**src/rtl/proc_ctx_pkg.sv**
```systemverilog
// Shared types and constants for the process-context restore path.
// Optional build macro: PROC_LOADER_PID_OVERRIDE_EN (restore $26 from the latched PID).
package proc_ctx_pkg;

    typedef enum logic [1:0] {
        IDLE  = 2'd0,
        LOAD  = 2'd1,
        DRAIN = 2'd2,
        DONE  = 2'd3
    } state_t;

    localparam int unsigned FRAME_WORDS = 32;
    localparam int unsigned IDX_W       = $clog2(FRAME_WORDS);
    localparam int unsigned PC_SLOT     = 0;
    localparam int unsigned PID_REG     = 26;

`ifdef PROC_LOADER_PID_OVERRIDE_EN
    localparam bit PID_OVERRIDE_EN = 1'b1;
`else
    localparam bit PID_OVERRIDE_EN = 1'b0;
`endif

endpackage

```
**src/rtl/proc_ctx_wb_stage.sv**
```systemverilog
// One-entry write-back register that steers returning frame words to the PC or
// the register file. Honours PROC_LOADER_PID_OVERRIDE_EN through proc_ctx_pkg.
module proc_ctx_wb_stage
    import proc_ctx_pkg::*;
#(
    parameter int unsigned DATA_W = 32,
    parameter int unsigned PID_W  = 4
) (
    input  logic              clk,
    input  logic              rst,
    input  logic              rd_valid,
    input  logic [IDX_W-1:0]  rd_idx,
    input  logic [PID_W-1:0]  pid,
    input  logic [DATA_W-1:0] mem_rdata,
    output logic              rf_we,
    output logic [4:0]        rf_waddr,
    output logic [DATA_W-1:0] rf_wdata,
    output logic              pc_we,
    output logic [DATA_W-1:0] pc_out
);

    logic             wb_valid;
    logic [IDX_W-1:0] wb_idx;

    // Tracks which frame word arrives on mem_rdata this cycle.
    always_ff @(posedge clk) begin
        if (rst) begin
            wb_valid <= 1'b0;
            wb_idx   <= '0;
        end else begin
            wb_valid <= rd_valid;
            wb_idx   <= rd_idx;
        end
    end

    always_comb begin
        rf_we    = 1'b0;
        rf_waddr = '0;
        rf_wdata = '0;
        pc_we    = 1'b0;
        pc_out   = '0;
        if (wb_valid) begin
            if (wb_idx == IDX_W'(PC_SLOT)) begin
                pc_we  = 1'b1;
                pc_out = mem_rdata;
            end else begin
                rf_we    = 1'b1;
                rf_waddr = 5'(wb_idx);
                // Word 26 is still read so timing is identical; only its data is replaced.
                if (PID_OVERRIDE_EN && (wb_idx == IDX_W'(PID_REG))) begin
                    rf_wdata = DATA_W'(pid);
                end else begin
                    rf_wdata = mem_rdata;
                end
            end
        end
    end

endmodule

```
**src/rtl/proc_ctx_loader.sv**
```systemverilog
// Walks a process's 32-word context frame and restores PC and $1..$31 on loadProc.
// Optional build macro: PROC_LOADER_PID_OVERRIDE_EN (see proc_ctx_pkg).
module proc_ctx_loader
    import proc_ctx_pkg::*;
#(
    parameter int unsigned ADDR_W   = 10,
    parameter int unsigned DATA_W   = 32,
    parameter int unsigned PID_W    = 4,
    parameter int unsigned CTX_BASE = 0
) (
    input  logic              clk,
    input  logic              rst,
    input  logic              flag_loadProc,
    input  logic [PID_W-1:0]  pid_in,
    output logic              mem_rd,
    output logic [ADDR_W-1:0] mem_addr,
    input  logic [DATA_W-1:0] mem_rdata,
    output logic              rf_we,
    output logic [4:0]        rf_waddr,
    output logic [DATA_W-1:0] rf_wdata,
    output logic              pc_we,
    output logic [DATA_W-1:0] pc_out,
    output logic              busy,
    output logic              done
);

    state_t           state, state_nxt;
    logic [IDX_W-1:0] idx, idx_nxt;
    logic [PID_W-1:0] pid_q, pid_nxt;

    always_ff @(posedge clk) begin
        if (rst) begin
            state <= IDLE;
            idx   <= '0;
            pid_q <= '0;
        end else begin
            state <= state_nxt;
            idx   <= idx_nxt;
            pid_q <= pid_nxt;
        end
    end

    // Requests are only honoured in IDLE; DONE returns to IDLE without looking.
    always_comb begin
        state_nxt = state;
        idx_nxt   = idx;
        pid_nxt   = pid_q;
        case (state)
            IDLE: begin
                if (flag_loadProc) begin
                    state_nxt = LOAD;
                    pid_nxt   = pid_in;
                    idx_nxt   = '0;
                end
            end
            LOAD: begin
                idx_nxt = idx + IDX_W'(1);
                if (idx == IDX_W'(FRAME_WORDS - 1)) begin
                    state_nxt = DRAIN;
                end
            end
            DRAIN:   state_nxt = DONE;
            DONE:    state_nxt = IDLE;
            default: state_nxt = IDLE;
        endcase
    end

    always_comb begin
        mem_rd   = (state == LOAD);
        mem_addr = '0;
        if (mem_rd) begin
            mem_addr = ADDR_W'(CTX_BASE) + ADDR_W'({pid_q, idx});
        end
        busy = (state != IDLE);
        done = (state == DONE);
    end

    proc_ctx_wb_stage #(
        .DATA_W (DATA_W),
        .PID_W  (PID_W)
    ) u_wb (
        .clk       (clk),
        .rst       (rst),
        .rd_valid  (mem_rd),
        .rd_idx    (idx),
        .pid       (pid_q),
        .mem_rdata (mem_rdata),
        .rf_we     (rf_we),
        .rf_waddr  (rf_waddr),
        .rf_wdata  (rf_wdata),
        .pc_we     (pc_we),
        .pc_out    (pc_out)
    );

endmodule
```
**config.mk**
```make
export PLATFORM = sky130hd
export DESIGN_NAME = proc_ctx_loader
export DESIGN_NICKNAME = d
export VERILOG_FILES = /design/src/rtl/proc_ctx_pkg.sv /design/src/rtl/proc_ctx_wb_stage.sv /design/src/rtl/proc_ctx_loader.sv
export SDC_FILE = /design/constraint.sdc
export NUM_CORES = 1
export LEC_CHECK = 0
export ABC_AREA = 1
export BUFFER_PORTS_ARGS = -buffer_cell sky130_fd_sc_hd__buf_4
export CAP_MARGIN = 30
export CORE_UTILIZATION = 39
export DETAILED_ROUTE_END_ITERATION = 10
export PLACE_DENSITY = 0.85
export SLEW_MARGIN = 20
export SYNTH_ARGS = -nofsm -noshare
export SYNTH_HDL_FRONTEND = slang
export SYNTH_SLANG_ARGS = --single-unit
```
**constraint.sdc**
```tcl
create_clock -name clk -period 2.7 [get_ports clk]
set_clock_uncertainty 0.1 [all_clocks]
set_input_delay 0.54 -clock clk [delete_from_list [all_inputs] [get_ports clk]]
set_output_delay 0.54 -clock clk [all_outputs]
set_load 0.03 [all_outputs]
```
==> impl_metrics.yaml <==
synth:
  synth_top_area_share: 0.266
  synth_warnings: 0
  ys_seq_area_frac: 0.266
  ys_types: 16
  avgSynthCellArea_um2: 5.61
  syn-num-nets: 273
  syn-cell-area_um2: 1280
  synth_top_cell_by_area: "dfxtp_1"
  netlist_instances: 228
  ys_ff_latch: 17
  yosys-top-cells-area: "dfxtp_1 (27%), nor2_1 (24%), inv_1 (18%), nand2_1 (9.4%), ha_1 (5.9%)"
timing:
  report.final.slew_viol_count: 0
  worst_slew_pin_slew_ns: 0.575
  tns_ns: 0
  slew_headroom: 0.615
  layout_min_cycle_time_ns: 2.35
  setup_ws_ns: 0.351
  timing.fmax_mhz: 426
  period_share: 0.870
  setup_violations: 0
  hold_violations: 0
  grt_setup_unrepaired: "false"
power_and_ir_drop:
  p_per_area_nw_per_um2: 582
  ir_drop_uv: 603
  power_leakage_nw: 1.48
floorplanning:
  row_count: 20
  coreArea_um2: 3080
  die_h_um: 59.3
  start_util: 0.416
  dieArea_um2: 3520
  io-pin-count: 123
  fp.dieW_um: 59.3
routing:
  drt_iter0_markers: 107
  num_vias: 1645
  drt_pass1_iterations: 6
  vias_per_cell: 4.23
  drc: 0
  ant_nets: 0
  wire_per_inst_um: 10.3
  wl_um: 4000
grt:
  first_global_vias: 1341
  overflow: 0
  grt_pass1_wl_um: 5710
  track_usage: 0.209
  grt_max_degree: 34
  antenna_found_initial: 0
outcome:
  status: "completed"
final_layout:
  area_growth_pct: 71.4
  drive_gt1_frac: 0.368
  antennaDiodeCount: 0
  fin_nets: 391
critical_path:
  worstPathArrival_ns: 1.71
  startpoint_type: "flop"
  cp_slowest_cell: "nand2_2"
  worst-path-buf-inv: 1
  worstPathMaxFanout: 33
  crit_type: "flop to output port"
  cp_common_cell: "nor2_1"
  crit_chain: "nor2_1 -> nand3_1 -> nand2_2 -> nor2_1 -> buf_4"
  crit_path_end_kind: "output port"
  worstPathRequired_ns: 2.06
  cp_top_family: "simple AND/OR/NAND/NOR gates"
  max_stage_delay_ns: 0.45
flow_run:
  drv_cap: 0
cts:
  cts.sinks: 17
  cts_tree: "yes"
  clk_latency_ns: 0.30
  clkTransAtPathRegs_ns: 0.11
  hold_buffers: 0
  cts_buffers: 3
  clock_path_buffers: 2
  cts_setup_buffers: 0
  cts.repair.resized: 0
  cts_root_buf: "clkbuf_4"
  htree_levels: 1
min_path:
  holdCritPathClass: "input port to flop"
placement:
  io_buffer_count: 121
  place_hpwl_um: 3270
  gp_congestion: 0.793
  pre_cts_ws_ns: 0.654
flip-flops by register name (all words and copies together) (netlist names):
register	flops
idx	5
pid_q	4
state	2
u_wb.wb_idx	5
u_wb.wb_valid	1
report_power, final:
part / total (mW) / leakage (nW) / switching (mW) / internal (mW)
clock network: 0.144 / 0.0139 / 0.0871 / 0.0564
logic: 0.798 / 1.33 / 0.523 / 0.275
registers: 0.336 / 0.139 / 0.0405 / 0.296
total: 1.28 / 1.48 / 0.650 / 0.627
layer usage:
metal,part of all wire,track usage,vias to the layer above
li1,-,-,872
met1,0.39,0.231,705
met2,0.52,0.404,64
met3,0.084,0.0459,4
met4,0.0063,0.0408,0
met5,0,0,-
through the flow:
stage	util	instances	cell area [µm²]	power, mW	hold slack (ns)
3_5_place_dp	0.703	385	2160	1.14	0.371
4_1_cts	0.713	389	2190	1.29	0.319
3_3_place_gp	0.703	385	2160	1.13	0.366
5_1_grt	0.713	389	2190	1.37	0.317
6_report	0.713	389	2190	1.28	0.328
2_1_floorplan	-	228	1280	0.892	0.350
layout make-up:
cell class / instances / area (µm²)
Timing Repair Buffer: 121 / 908
Fill cell: 283 / 885
Multi-Input combinational cell: 140 / 623
Sequential cell: 17 / 340
Inverter: 63 / 236
Tap cell: 44 / 55.1
Clock buffer: 3 / 22.5
Clock inverter: 1 / 7.51
synthesized netlist by cell type, drive strengths merged:
cell,instances
nand4,1
o22ai,1
inv,63
ha,6
nand3,5
nand2,33
conb,1
buf,8
nor2,82
dfxtp,17
o21ai,6
a21oi,4
o21a,1
kinds of logic (layout without fill, tap and decap cells):
family	after synthesis	count (layout)	synth area share
AOI/OAI and AO/OA	12	12	0.0499
adders and majority gates	6	6	0.0586
buffers and inverters	71	188	0.247
DFF	17	17	0.266
other	1	1	0.00293
and+or+nand+nor	121	121	0.375
worst paths after layout:
check / start / end / slack, ns / depth (start not counted)
setup / recovery: u_wb.wb_idx[4]$_SDFF_PP0_ / rf_wdata[29] / 0.35 / 5
hold / removal: rst / state[1]$_SDFFE_PP0P_ / 0.33 / 2
setup reg to reg: state[1]$_SDFFE_PP0P_ / idx[2]$_SDFFE_PP0P_ / 1.14 / 7
hold reg to reg: idx[3]$_SDFFE_PP0P_ / u_wb.wb_idx[3]$_SDFF_PP0_ / 0.39 / 2
cells in the final DEF (no fill, tap or decap), types with 3 or more instances in the layout:
master / netlist / layout
o21ai_0: 6 / 6
nand3_1: 5 / 5
inv_1: 63 / 63
clkbuf_4: 0 / 3
nand2_1: 32 / 32
nor2_1: 82 / 82
ha_1: 6 / 6
a21oi_1: 4 / 4
buf_4: 1 / 121
dfxtp_1: 17 / 17
Note: power is estimated with default switching activity, not from simulation.
